File: src/rtl/vend_pkg.sv
// Shared types, sizing constants and helpers for the vending sequencer.
package vend_pkg;

    localparam int unsigned NUM_SLOTS       = 7;
    localparam int unsigned SLOT_W          = 3;
    localparam int unsigned SLOT_W1         = SLOT_W + 1;
    localparam int unsigned CNT_W           = 3;
    localparam int unsigned CNT_MAX         = (1 << CNT_W) - 1;
    localparam int unsigned MONEY_W         = 5;
    localparam int unsigned PRICE           = 3;
    localparam int unsigned TIMEOUT_CYC_DEF = 1000;

    typedef enum logic [2:0] {
        ST_IDLE,
        ST_PAY,
        ST_DISPENSE,
        ST_CHANGE,
        ST_SUPPLY
    } state_e;

    // Slot indices run 1..NUM_SLOTS; zero is reserved as invalid.
    function automatic logic slot_ok(input logic [SLOT_W-1:0] n);
        return (n != '0) && ({1'b0, n} <= SLOT_W1'(NUM_SLOTS));
    endfunction

    function automatic logic [MONEY_W-1:0] sat_add(input logic [MONEY_W-1:0] a,
                                                   input logic [MONEY_W-1:0] b);
        logic [MONEY_W:0] s;
        s = {1'b0, a} + {1'b0, b};
        return s[MONEY_W] ? '1 : s[MONEY_W-1:0];
    endfunction

endpackage

File: src/rtl/vend_stock_regs.sv
// Per-slot stock counters with a single inc/dec write port and the restock headroom mux.
module vend_stock_regs
    import vend_pkg::*;
(
    input  logic                       clk,
    input  logic                       reset,
    input  logic                       wr_en,
    input  logic                       wr_inc,
    input  logic [SLOT_W-1:0]          wr_slot,
    input  logic [CNT_W-1:0]           wr_qty,
    input  logic                       supply,
    input  logic [SLOT_W-1:0]          num,
    output logic [NUM_SLOTS*CNT_W-1:0] count_flat,
    output logic [CNT_W-1:0]           sel_cnt_c,
    output logic [CNT_W-1:0]           maxsupply
);

    logic [CNT_W-1:0] cnt_q [1:NUM_SLOTS];

    // Increments are range-checked by the sequencer; decrements are guarded so counts never wrap.
    always_ff @(posedge clk) begin
        if (reset) begin
            for (int k = 1; k <= NUM_SLOTS; k++) cnt_q[k] <= '0;
        end else if (wr_en) begin
            for (int k = 1; k <= NUM_SLOTS; k++) begin
                if (wr_slot == SLOT_W'(k)) begin
                    if (wr_inc)                cnt_q[k] <= cnt_q[k] + wr_qty;
                    else if (cnt_q[k] != '0)   cnt_q[k] <= cnt_q[k] - CNT_W'(1);
                end
            end
        end
    end

    for (genvar k = 1; k <= NUM_SLOTS; k++) begin : g_flat
        assign count_flat[k*CNT_W-1 -: CNT_W] = cnt_q[k];
    end

    always_comb begin
        sel_cnt_c = '0;
        for (int k = 1; k <= NUM_SLOTS; k++) begin
            if (num == SLOT_W'(k)) sel_cnt_c = cnt_q[k];
        end
    end

    assign maxsupply = (supply && slot_ok(num)) ? (CNT_W'(CNT_MAX) - sel_cnt_c) : '0;

endmodule

File: src/rtl/vend_seq_ctrl.sv
// Vending sequencer: purchase/restock FSM, credit accumulator and change return.
// Optional PAY inactivity refund is built when TIMEOUT_EN is defined.
module vend_seq_ctrl
    import vend_pkg::*;
#(
    parameter int unsigned TIMEOUT_CYC = TIMEOUT_CYC_DEF
)
(
    input  logic                       clk,
    input  logic                       reset,
    input  logic                       supply,
    input  logic                       req_valid,
    output logic                       req_ready,
    input  logic [SLOT_W-1:0]          num,
    input  logic [CNT_W-1:0]           add_qty,
    input  logic                       coin_valid,
    input  logic [MONEY_W-1:0]         coin_val,
    input  logic                       cancel,
    output logic [NUM_SLOTS*CNT_W-1:0] count_flat,
    output logic [CNT_W-1:0]           maxsupply,
    output logic [MONEY_W-1:0]         credit,
    output logic                       dispense,
    output logic [SLOT_W-1:0]          disp_slot,
    output logic                       change_valid,
    output logic [MONEY_W-1:0]         change_amt,
    output logic                       err
);

    state_e             state_q;
    logic [SLOT_W-1:0]  slot_q;
    logic [CNT_W-1:0]   qty_q;
    logic [MONEY_W-1:0] credit_q;
    logic               dispense_q;
    logic [SLOT_W-1:0]  disp_slot_q;
    logic               change_valid_q;
    logic [MONEY_W-1:0] change_amt_q;
    logic               err_q;

    logic [CNT_W-1:0]   sel_cnt_c;
    logic [MONEY_W-1:0] pay_sum_c;
    logic               timeout_c;

    vend_stock_regs u_stock (
        .clk        (clk),
        .reset      (reset),
        .wr_en      ((state_q == ST_SUPPLY) || (state_q == ST_DISPENSE)),
        .wr_inc     (state_q == ST_SUPPLY),
        .wr_slot    (slot_q),
        .wr_qty     (qty_q),
        .supply     (supply),
        .num        (num),
        .count_flat (count_flat),
        .sel_cnt_c  (sel_cnt_c),
        .maxsupply  (maxsupply)
    );

    // Credit including this cycle's coin; also the refund value when cancel coincides with a coin.
    assign pay_sum_c = coin_valid ? sat_add(credit_q, coin_val) : credit_q;

`ifdef TIMEOUT_EN
    localparam int unsigned TMR_W = $clog2(TIMEOUT_CYC + 1);
    logic [TMR_W-1:0] tmr_q;

    always_ff @(posedge clk) begin
        if (reset || state_q != ST_PAY || coin_valid) tmr_q <= '0;
        else                                          tmr_q <= tmr_q + TMR_W'(1);
    end

    assign timeout_c = (state_q == ST_PAY) && !coin_valid && (tmr_q == TMR_W'(TIMEOUT_CYC - 1));
`else
    assign timeout_c = 1'b0;
`endif

    always_ff @(posedge clk) begin
        if (reset) begin
            state_q        <= ST_IDLE;
            slot_q         <= '0;
            qty_q          <= '0;
            credit_q       <= '0;
            dispense_q     <= 1'b0;
            disp_slot_q    <= '0;
            change_valid_q <= 1'b0;
            change_amt_q   <= '0;
            err_q          <= 1'b0;
        end else begin
            dispense_q     <= 1'b0;
            change_valid_q <= 1'b0;
            err_q          <= 1'b0;
            case (state_q)
                ST_IDLE: begin
                    if (req_valid) begin
                        if (!slot_ok(num)) begin
                            err_q <= 1'b1;
                        end else if (!supply) begin
                            if (sel_cnt_c == '0) begin
                                err_q <= 1'b1;
                            end else begin
                                slot_q  <= num;
                                state_q <= ST_PAY;
                            end
                        end else if (add_qty > (CNT_W'(CNT_MAX) - sel_cnt_c)) begin
                            err_q <= 1'b1;
                        end else begin
                            slot_q  <= num;
                            qty_q   <= add_qty;
                            state_q <= ST_SUPPLY;
                        end
                    end
                end
                ST_SUPPLY: state_q <= ST_IDLE;
                // Abort wins over the price check so a cancelled purchase never dispenses.
                ST_PAY: begin
                    if (cancel || timeout_c) begin
                        change_valid_q <= 1'b1;
                        change_amt_q   <= pay_sum_c;
                        credit_q       <= '0;
                        state_q        <= ST_IDLE;
                    end else begin
                        credit_q <= pay_sum_c;
                        if (credit_q >= MONEY_W'(PRICE)) begin
                            dispense_q  <= 1'b1;
                            disp_slot_q <= slot_q;
                            state_q     <= ST_DISPENSE;
                        end
                    end
                end
                ST_DISPENSE: begin
                    change_valid_q <= 1'b1;
                    change_amt_q   <= credit_q - MONEY_W'(PRICE);
                    credit_q       <= '0;
                    state_q        <= ST_CHANGE;
                end
                ST_CHANGE: state_q <= ST_IDLE;
                default:   state_q <= ST_IDLE;
            endcase
        end
    end

    assign req_ready    = (state_q == ST_IDLE);
    assign credit       = credit_q;
    assign dispense     = dispense_q;
    assign disp_slot    = disp_slot_q;
    assign change_valid = change_valid_q;
    assign change_amt   = change_amt_q;
    assign err          = err_q;

endmodule
File: config.mk
export PLATFORM = sky130hd
export DESIGN_NAME = vend_seq_ctrl
export DESIGN_NICKNAME = d
export VERILOG_FILES = /design/src/rtl/vend_pkg.sv /design/src/rtl/vend_stock_regs.sv /design/src/rtl/vend_seq_ctrl.sv
export SDC_FILE = /design/constraint.sdc
export NUM_CORES = 1
export LEC_CHECK = 0
export CAP_MARGIN = 20
export CORE_MARGIN = 2
export CORE_UTILIZATION = 45
export CTS_CLUSTER_DIAMETER = 50
export DETAILED_ROUTE_END_ITERATION = 7
export PLACE_DENSITY = 0.69
export SYNTH_ARGS = -nofsm -noshare
export SYNTH_HDL_FRONTEND = slang
export SYNTH_SLANG_ARGS = --single-unit
File: constraint.sdc
create_clock -name clk -period 8.5 [get_ports clk]
set_input_delay 1.7 -clock clk [delete_from_list [all_inputs] [get_ports clk]]
set_output_delay 1.7 -clock clk [all_outputs]
set_load 0.05 [all_outputs]
**Word-level counts from Yosys, hierarchy flattened**

Memories as Yosys holds them, arrays and structs flattened.
Index checks and enable logic that the tools add are counted.

- Add/subtract/negate cells: 17
- Order comparisons: 2
- Equality and inequality tests: 25
- Multiplexer cells: 119
- Bitwise logic cells: 19
- Reduce and logical (&&, ||, !) cells: 20

Operators with widths:

| cell | number |
|---|---|
| 3-bit two-way mux | 32 |
| 1-bit two-way mux | 79 |
| 3-bit equality test (second input constant) | 9 |
| 3-bit nonzero test | 8 |
| 3-bit adder | 7 |
| 3-bit by 1-bit subtractor with 3-bit output (second input constant) | 7 |
| 5-bit two-way mux | 4 |
| 5-bit case mux with 2 select lines | 2 |
| 3-bit by 2-bit equality test with 1-bit output (second input constant) | 5 |
| 5-bit AND reduction | 3 |
| 1-bit OR | 14 |
| 3-bit by 1-bit equality test with 1-bit output (second input constant) | 3 |
| 3-bit != test (second input constant) | 3 |
| 3-bit case mux with 3 select lines | 1 |
| 2-bit != test (second input constant) | 4 |
| 5-bit by 5-bit adder with 6-bit output | 1 |
| 3-bit logical NOT | 2 |
| 3-bit OR reduction | 2 |
| 5-bit by 2-bit greater-or-equal comparator with 1-bit output (second input constant) | 1 |
| 1-bit NOT | 5 |
| 5-bit by 2-bit subtractor with 5-bit output (second input constant) | 1 |
| 3-bit greater-than comparator | 1 |
| 3-bit AND reduction | 1 |
| 3-bit subtractor (first input constant) | 1 |
| other kinds (6) | 6 |

- Register bits after elaboration: 25
- Memory bits (writable): 21
- Input port bits: 17
- Output and inout port bits: 41
- Logic and storage cells: 212
- Memories kept: 1

Memories:

| memory | words | bits a word | rd ports | clocked after Yosys merged registers in | wr ports | RTL line | RTL |
|---|---|---|---|---|---|---|---|
| u_stock.cnt_q | 7 | 3 | 7 | 0 | 7 | vend_stock_regs.sv:18 | `logic [CNT_W-1:0] cnt_q [1:NUM_SLOTS];` |

**Longest topological paths before layout**

Gate-level depths: netlist (run 1).

- Depth in word-level cells: 15
- Gate-level depth with buffers: 12
- Depth with buffers taken out: 11

**Cells and area by module**

Synthesis (run 1) repeated with hierarchy kept, for this count alone.

- Cell total of the unflattened synthesis: 374
- Area, all modules: 3557.2 µm²

Modules (own cells, without submodules):

| module | instances | cells each | area each (µm²) | seq. area each (µm²) |
|---|---|---|---|---|
| vend_stock_regs | 1 | 204 | 2047.0 | 630.6 |
| vend_seq_ctrl | 1 | 170 | 1510.2 | 500.5 |

**Least setup slack after synthesis (run 1)**

Ideal clock, no wire load.

- Kind: in2out
- Start: in num[2]
- End: out maxsupply[2]
- Data arrival time: 3209 ps
- Data required time: 6800 ps
- Path slack: 3591 ps
- Stages on the path: 5
- Path buffers: 1
- Cells stage by stage: clkbuf_1 > nand2b_1 > a211oi_1 > a211oi_4 > nor2_1

- Cells in the longest elaborated chain, start to end: 10
- Elaborated cells on any way between the ends: 18
- Classes of those cells: 1 x add/sub; 7 x eq/ne; 8 x mux; 2 x reduce/logical

RTL lines:

| element | RTL line | RTL |
|---|---|---|
| from (decl) | vend_seq_ctrl.sv:14 | `input logic [SLOT_W-1:0] num,` |
| 3-bit by 1-bit equality test with 1-bit output | vend_stock_regs.sv:41 | `if (num == SLOT_W'(k)) sel_cnt_c = cnt_q[k];` |
| 3-bit two-way mux (7 in series) | vend_stock_regs.sv:41 |  |
| 3-bit subtractor | vend_stock_regs.sv:45 | `assign maxsupply = (supply && slot_ok(num)) ? (CNT_W'(CNT_MAX) - sel_cnt_c) : '0;` |
| 3-bit two-way mux * | vend_stock_regs.sv:45 |  |
| to (decl) | vend_seq_ctrl.sv:20 | `output logic [CNT_W-1:0] maxsupply,` |

Every way passes the cells marked *; elsewhere a longest branch is shown, timed or not.

**Worst setup path in the final report (run 1)**

- Start: in num[0]
- End: out maxsupply[2]

The elaborated chain is that of the path after synthesis.

==> out/metrics.cfg, run 1 <==
[run_status]
run_status = completed

[timing]
worst_slew_pin_slew_ns = 0.758
fmax_mhz = 165
period_minus_slack_ns = 6.05
timing_hold_violations_final = 0
fin_setup_tns_ns = 0
final.setup_skew_ns = 0.00432
fin_ws_ns = 2.45
setup_viol_count_final = 0
min_period_over_period_pct = 71.1
final_max_slew_viol_count = 0
rsz0062_at_grt = no
slew_headroom_pct = 49.3

[clock_network]
cts_root_buf = clkbuf_8
cts_buffers = 5
clkSinkCount = 46
ctsHtreeMaxLevel = 2
clk_pin_slew_worst_paths_ns = 0.09
cts_hold_buf = 0
cts_resized = 0
buffers_inserted_by_post_cts_timing_repair = 0
clk_latency_ns = 0.30
tritoncts = built
cts.path.max_buffers = 2

[synth]
synthesis.instances = 391
syn_nets = 446
synth.avg_cell_area_um2 = 8.95
synth-seq-area-share_pct = 32.3
synth_area_mm2 = 0.00350
yosysWarningCount = 0
yosys.cell_types.count = 59
synth_edf_count = 21
synth-async-reset-ratio_pct = 0
postSynthRegisterBits = 46
most_used_dff_post_synth = dfxtp_1

[layout]
layout-drive-gt1-share_pct = 4.78
n_fill_cell = 692
sequential_cell_area_mm2 = 0.00113
antennaDiodeCount = 0
multi_input_area_mm2 = 0.00211
area_growth_pct = 20.5
mostFrequentLayoutCells = clkdlybuf4s50_1 (57), inv_1 (43), nor2_1 (40), ha_1 (30), nand2_1 (29)
num-nets-final = 494
final_common_cell = clkdlybuf4s50_1

[global_routing]
groute.layer.met2.usage_pct = 34.6
globalRouteOverflowTotal = 0
gr-usage-met3_pct = 3.29
groute.usage.overall_pct = 21.2
globalRoute.busiestLayer = met2
fraction_of_met1_tracks_used_by_global_routing_pct = 29.3
grt_start_max_net_pins = 24
grt_antenna_before_repair = 0
grt_pass1_vias = 2875
global_route_wire_length_before_repair_mm = 14.3

[setup_path]
worst-setup-path-type = in2out
worst_setup_path_end_kind = primary output
worst-endpoint-required_ns = 6.80
timing.critical_path.from_type = input pin
worstPathArrival_ns = 4.35
crit_path_max_fanout = 14

[detailed_routing]
avgViaCountPerCell = 5.68
first_iter_violations = 205
drt_drc_violations_left = 0
routed_wire_length_per_instance_um = 16.3
detail_route.wirelength_mm = 8.81
via_count = 3073
detailedRoute.firstPassIterationCount = 5
drtAntennaViolNets = 0

[placed_design]
detailed_place_hpwl_mm = 6.68
gp_weighted_congestion = 0.908
port-buffer-count = 57
placement.setup.worst_slack_ns = 2.47

[floorplan]
initial_core_utilization_pct = 45.7
floorplan.die.width_um = 92.2
fp-row-count = 32
die_area_mm2 = 0.00850
chipHeight_um = 92.2
boundaryPins = 58
core_area_mm2 = 0.00765

[job]
cap_violations = 0

[power_and_ir_drop]
post-layout-total-power_mw = 0.560
power_density_mw_per_mm2 = 133
leak_pwr_nw = 1.60
vdd_drop_max_mv = 0.0672

[min_path]
holdCritPathClass = reg2reg

-- synthesized netlist by cell type (8+ instances only) --
library cell	count	area share [%]
ha_1	30	11
mux2i_1	13	3.7
clkbuf_1	11	1.2
edfxtp_1	21	18
o21ai_0	19	2.7
a211oi_1	10	2.1
nor2b_1	8	1.4
nor3_1	9	1.3
o211ai_1	10	2.1
inv_1	43	4.6
nand2_1	29	3.1
o32ai_1	12	3.0
fa_1	8	4.6
nor2_1	40	4.3
a21oi_1	21	3.0
xnor2_1	10	2.5
dfxtp_1	25	14
-- where the power goes --
group	switching [mW]	internal [mW]
registers	0.0153	0.242
clock network	0.0753	0.0734
logic	0.0965	0.0576
-- cell families after synthesis --
| kind of cell | share of synthesized area, % |
|---|---|
| AOI/OAI and AO/OA | 20.3 |
| xor gates and xnor gates | 3.00 |
| adders and majority gates | 15.3 |
| buffers and inverters | 7.26 |
| DFF | 32.3 |
| muxes | 4.36 |
| and+or+nand+nor | 17.5 |
-- final timing paths --
| kind | start | endpoint | slack, ns | cells after the start |
|---|---|---|---|---|
| setup reg to reg | u_stock.cnt_q[7][1] | qty_q[2] | 5.51 | 10 |
| setup / recovery | num[0] | maxsupply[2] | 2.45 | 6 |
| hold / removal | change_amt[3] | change_amt[3] | 0.48 | 2 |
| hold reg to reg | change_amt[3] | change_amt[3] | 0.48 | 2 |
-- flip-flops by register name (all words and copies together) (netlist names) --
register,flops
err,1
change_valid,1
dispense,1
qty_q,3
state_q,3
disp_slot,3
slot_q,3
credit,5
change_amt,5
u_stock.cnt_q,21
-- layout make-up --
type	count	area share [%]
Clock inverter	1	0.0890
Inverter	43	3.83
Sequential cell	46	26.8
Multi-Input combinational cell	284	50.1
Tap cell	102	3.03
Timing Repair Buffer	59	13.9
Clock buffer	6	2.23
-- critical path, stage by stage --
cell and delay, ns:
clkdlybuf4s50_1 0.80, mux2_2 0.39, a221oi_1 0.41, a211oi_4 0.12, nor2_1 0.11, clkdlybuf4s50_1 0.81
-- per-layer routing --
layer | part of all wire [%] | wire [um] | up-vias
li1 | - | - | 1499
met1 | 45 | 3960 | 1476
met2 | 48 | 4260 | 87
met3 | 5.6 | 491 | 11
met4 | 1.1 | 98 | 0
met5 | 0 | 0 | -
-- through the flow --
step / utilization, % / cells / cell area, um^2 / hold WS (ns)
after floorplan: - / 391 / 3500 / 0.460
after global placement: 53.9 / 534 / 4120 / 0.459
after detailed placement: 53.9 / 534 / 4120 / 0.450
after CTS: 55.1 / 541 / 4220 / 0.480
after global routing: 55.1 / 541 / 4220 / 0.502
final: 55.1 / 541 / 4220 / 0.475
Power figures use the tool's default switching activity.
==> run 2: changes to the inputs <==
clock period = 6.3 ns   (was 8.5 ns; I/O delays follow)
==> out/metrics.cfg, run 2 (synthesized netlist as in run 1, its figures left out) <==
[run_status]
run_status = completed

[layout]
register_name_with_the_most_flops = u_stock.cnt_q
area_growth_pct = 20.6
largest_register_ff_count = 21
mostFrequentLayoutCells = clkdlybuf4s50_1 (57), inv_1 (43), nor2_1 (40), ha_1 (30), nand2_1 (29)
final_common_cell = clkdlybuf4s50_1
layout-drive-gt1-share_pct = 4.77
num-nets-final = 494
antennaDiodeCount = 0

[timing]
timing_hold_violations_final = 0
period_minus_slack_ns = 5.18
slew_headroom_pct = 49.5
fmax_mhz = 193
final.setup_skew_ns = 0.00782
min_period_over_period_pct = 82.2
fin_setup_tns_ns = 0
worst_slew_pin_slew_ns = 0.756
final_max_slew_viol_count = 0
setup_viol_count_final = 0
finalHoldWorstSlack_ns = 0.468
rsz0062_at_grt = no

[detailed_routing]
drt_drc_violations_left = 0
met3_layer_wire_length_in_the_routed_design_um = 473
avgViaCountPerCell = 5.69
via_count = 3086
routed_wire_length_per_instance_um = 16.3
detailedRoute.firstPassIterationCount = 5
drtAntennaViolNets = 0
first_iter_violations = 182
highest-signal-layer = met4
detailroute.wirelength.met2_mm = 4.25
detail_route.wirelength_mm = 8.84
wl_met1_mm = 3.99

[clock_network]
clk_pin_slew_worst_paths_ns = 0.09
buffers_inserted_by_post_cts_timing_repair = 0
clk_latency_ns = 0.30
cts_root_buf = clkbuf_8
clkSinkCount = 46
cts_resized = 0
tritoncts = built
cts_hold_buf = 0
cts.path.max_buffers = 2
ctsHtreeMaxLevel = 2
cts_buffers = 5

[setup_path]
worstPathArrival_ns = 3.92
worst-endpoint-required_ns = 5.04
crit_path_max_fanout = 14
timing.critical_path.from_type = input pin
worst_r2r_path_depth = 10
worst-setup-path-type = in2out
worst_setup_path_end_kind = primary output
r2r-start = u_stock.cnt_q[6][1]
rrSetupSlack_ns = 3.30
crit_path_start = num[0]
r2r_end = qty_q[1]

[floorplan]
boundaryPins = 58
fp-row-count = 32
initial_core_utilization_pct = 45.7
core_area_mm2 = 0.00765
floorplan.die.width_um = 92.2
die_area_mm2 = 0.00850
chipHeight_um = 92.2

[global_routing]
grt_pass1_vias = 2944
global_route_wire_length_before_repair_mm = 14.5
grt_start_max_net_pins = 19
grt_antenna_before_repair = 0
globalRouteOverflowTotal = 0
groute.usage.overall_pct = 21.5

[min_path]
hold_path.startpoint = change_amt[4]
min_to = change_amt[4]
whs_path_depth = 2
holdCritPathClass = reg2reg

[job]
cap_violations = 0

[placed_design]
gp_weighted_congestion = 0.871
detailed_place_hpwl_mm = 6.68
port-buffer-count = 57

[power_and_ir_drop]
leak_pwr_nw = 1.60
post-layout-total-power_mw = 0.761
power_density_mw_per_mm2 = 180
vdd_drop_max_mv = 0.0913

-- run 2: stage by stage --
| step | util, % | instance area, um^2 | cells | worst slack [ns] |
|---|---|---|---|---|
| after floorplan | - | 3500 | 391 | 2.27 |
| final | 55.2 | 4220 | 542 | 1.12 |
| after global placement | 53.9 | 4120 | 534 | 1.18 |
| after CTS | 55.2 | 4220 | 542 | 1.11 |
| after detailed placement | 53.9 | 4120 | 534 | 1.13 |
| after global routing | 55.2 | 4220 | 542 | 0.954 |
-- run 2: where the power goes --
part	internal [mW]	switching (mW)
Combinational	0.0777	0.131
Sequential	0.327	0.0202
Clock	0.103	0.103
Total	0.508	0.254
-- run 2: worst max-delay path by stage --
| stage | to | slack [ns] |
|---|---|---|
| final | maxsupply[2] | 1.12 |
| after global routing | maxsupply[2] | 0.95 |
| after CTS | maxsupply[2] | 1.11 |
| after detailed placement | maxsupply[2] | 1.13 |
| after global placement | maxsupply[2] | 1.18 |
| after floorplan | maxsupply[2] | 2.27 |
-- run 2: routing by layer --
layer | vias up | track usage, %
li1 | 1506 | -
met1 | 1473 | 28.9
met2 | 95 | 35.7
met3 | 12 | 3.37
met4 | 0 | 6.47
met5 | - | 0
-- run 2: final cells by class --
| cell class | count | area [um^2] |
|---|---|---|
| inverter | 43 | 161 |
| fill | 716 | 3430 |
| multi-input combinational | 284 | 2110 |
| clock buffer | 8 | 101 |
| sequential | 46 | 1130 |
| tap | 102 | 128 |
| timing repair buffer | 59 | 586 |
-- run 2: critical path, cell delays in order --
cell and delay, ns:
clkdlybuf4s50_1 0.80, mux2_2 0.40, a221oi_1 0.41, a211oi_4 0.12, nor2_1 0.12, clkdlybuf4s50_1 0.81
==> run 3: changes to the inputs <==
clock period = 5.3 ns   (was 6.3 ns; I/O delays follow)
==> out/metrics.cfg, run 3 (synthesized netlist as in run 1, its figures left out) <==
[min_path]
whs_path_depth = 2
hold_path.startpoint = change_amt[4]
holdCritPathClass = reg2reg
min_to = change_amt[4]

[timing]
slew_headroom_pct = 52.5
worst_slew_pin_slew_ns = 0.707
fin_ws_ns = 0.490
setup_viol_count_final = 0
final.setup_skew_ns = 0.0114
fin_setup_tns_ns = 0
fmax_mhz = 208
timing_hold_violations_final = 0
period_minus_slack_ns = 4.81
final_max_slew_viol_count = 0
rsz0062_at_grt = no
min_period_over_period_pct = 90.7

[detailed_routing]
detailedRoute.firstPassIterationCount = 4
first_iter_violations = 264
avgViaCountPerCell = 5.78
drt_drc_violations_left = 0
routed_wire_length_per_instance_um = 16.6
detail_route.wirelength_mm = 9.03
drtAntennaViolNets = 0
via_count = 3145

[setup_path]
path_common_cell = clkdlybuf4s50_1
critical_path.cell_chain = clkdlybuf4s50_1 -> mux2_2 -> a221oi_1 -> a211oi_4 -> nor2_1 -> clkdlybuf4s50_1
worst-endpoint-required_ns = 4.24
worst_setup_path_end_kind = primary output
crit_slowest_cell = clkdlybuf4s50_1
worst_r2r_path_depth = 10
worstPathArrival_ns = 3.75
r2r-start = u_stock.cnt_q[6][1]
worst-setup-path-type = in2out
timing.critical_path.from_type = input pin
rrSetupSlack_ns = 2.31
r2r_end = qty_q[1]
worst_path_largest_cell_delay_ns = 0.81
crit_path_max_fanout = 14

[layout]
antennaDiodeCount = 0
register_name_with_the_most_flops = u_stock.cnt_q
finalCoreUtilization_pct = 55.5
layout-drive-gt1-share_pct = 5.43
largest_register_ff_count = 21
mostFrequentLayoutCells = clkdlybuf4s50_1 (57), inv_1 (43), nor2_1 (40), ha_1 (30), nand2_1 (29)
num-nets-final = 496
final_common_cell = clkdlybuf4s50_1
area_growth_pct = 21.3

[floorplan]
boundaryPins = 58
fp-row-count = 32
floorplan.die.width_um = 92.2
die_area_mm2 = 0.00850
chipHeight_um = 92.2
core_area_mm2 = 0.00765
initial_core_utilization_pct = 45.7

[global_routing]
grt_start_max_net_pins = 18
global_route_wire_length_before_repair_mm = 14.8
globalRouteOverflowTotal = 0
groute.usage.overall_pct = 21.9
grt_pass1_vias = 3019
grt_antenna_before_repair = 0

[clock_network]
cts.path.max_buffers = 2
clk_latency_ns = 0.30
cts_root_buf = clkbuf_8
cts_resized = 0
ctsHtreeMaxLevel = 2
buffers_inserted_by_post_cts_timing_repair = 0
tritoncts = built
cts_hold_buf = 0
clkSinkCount = 46
cts_buffers = 5
clk_pin_slew_worst_paths_ns = 0.08

[placed_design]
placement.setup.worst_slack_ns = 0.497
port-buffer-count = 57
gp_weighted_congestion = 0.879
detailed_place_hpwl_mm = 6.80

[power_and_ir_drop]
vdd_drop_max_mv = 0.190
leak_pwr_nw = 1.61
power_density_mw_per_mm2 = 216

[run_status]
run_status = completed

[job]
cap_violations = 0

==> run 3: final cells by class <==
class / count / area [um^2]
repair buffers: 61 / 598
multi-input cells: 284 / 2110
fillers: 710 / 3400
inverters: 43 / 161
well taps: 102 / 128
flip-flops and latches: 46 / 1130
clock buffers: 8 / 111
==> run 3: worst max-delay path: cells and delay by family <==
kind	cells	cell delay, ns
multiplexers	1	0.40
AND/OR/NAND/NOR	1	0.12
AO/OA/AOI/OAI	2	0.55
buffers and inverters	2	1.60
==> run 3: layer usage <==
layer / share of wire, % / vias to the layer above / wire [um] / track usage, %
met4: 1.4 / 0 / 122 / 5.97
li1: - / 1506 / - / -
met2: 49 / 119 / 4380 / 36.9
met1: 44 / 1510 / 3940 / 29.2
met5: 0 / - / 0 / 0
met3: 6.5 / 10 / 585 / 3.37
==> run 3: how the worst max path moves through the flow <==
stage            from            to  slack (ns)
2_1_floorplan  num[2]  maxsupply[2]        1.67
3_3_place_gp   num[0]  maxsupply[2]        0.58
3_5_place_dp   num[0]  maxsupply[2]        0.50
4_1_cts        num[0]  maxsupply[2]        0.47
5_1_grt        num[0]  maxsupply[2]        0.33
6_report       num[0]  maxsupply[2]        0.49
==> run 3: metrics by stage <==
stage / instances / cell area (um^2) / hold slack [ns] / power (mW)
6_report: 544 / 4240 / 0.471 / 0.918
5_1_grt: 544 / 4240 / 0.485 / 0.957
4_1_cts: 543 / 4240 / 0.476 / 0.921
3_5_place_dp: 535 / 4130 / 0.464 / 0.668
3_3_place_gp: 535 / 4130 / 0.458 / 0.663
2_1_floorplan: 391 / 3500 / 0.460 / 0.590
==> run 3: report_power, final <==
| part | internal (mW) | switching, mW | leakage, nW |
|---|---|---|---|
| clock | 0.135 | 0.120 | 0.0566 |
| sequential | 0.389 | 0.0246 | 0.419 |
| combinational | 0.0931 | 0.156 | 1.14 |
| total | 0.617 | 0.301 | 1.61 |
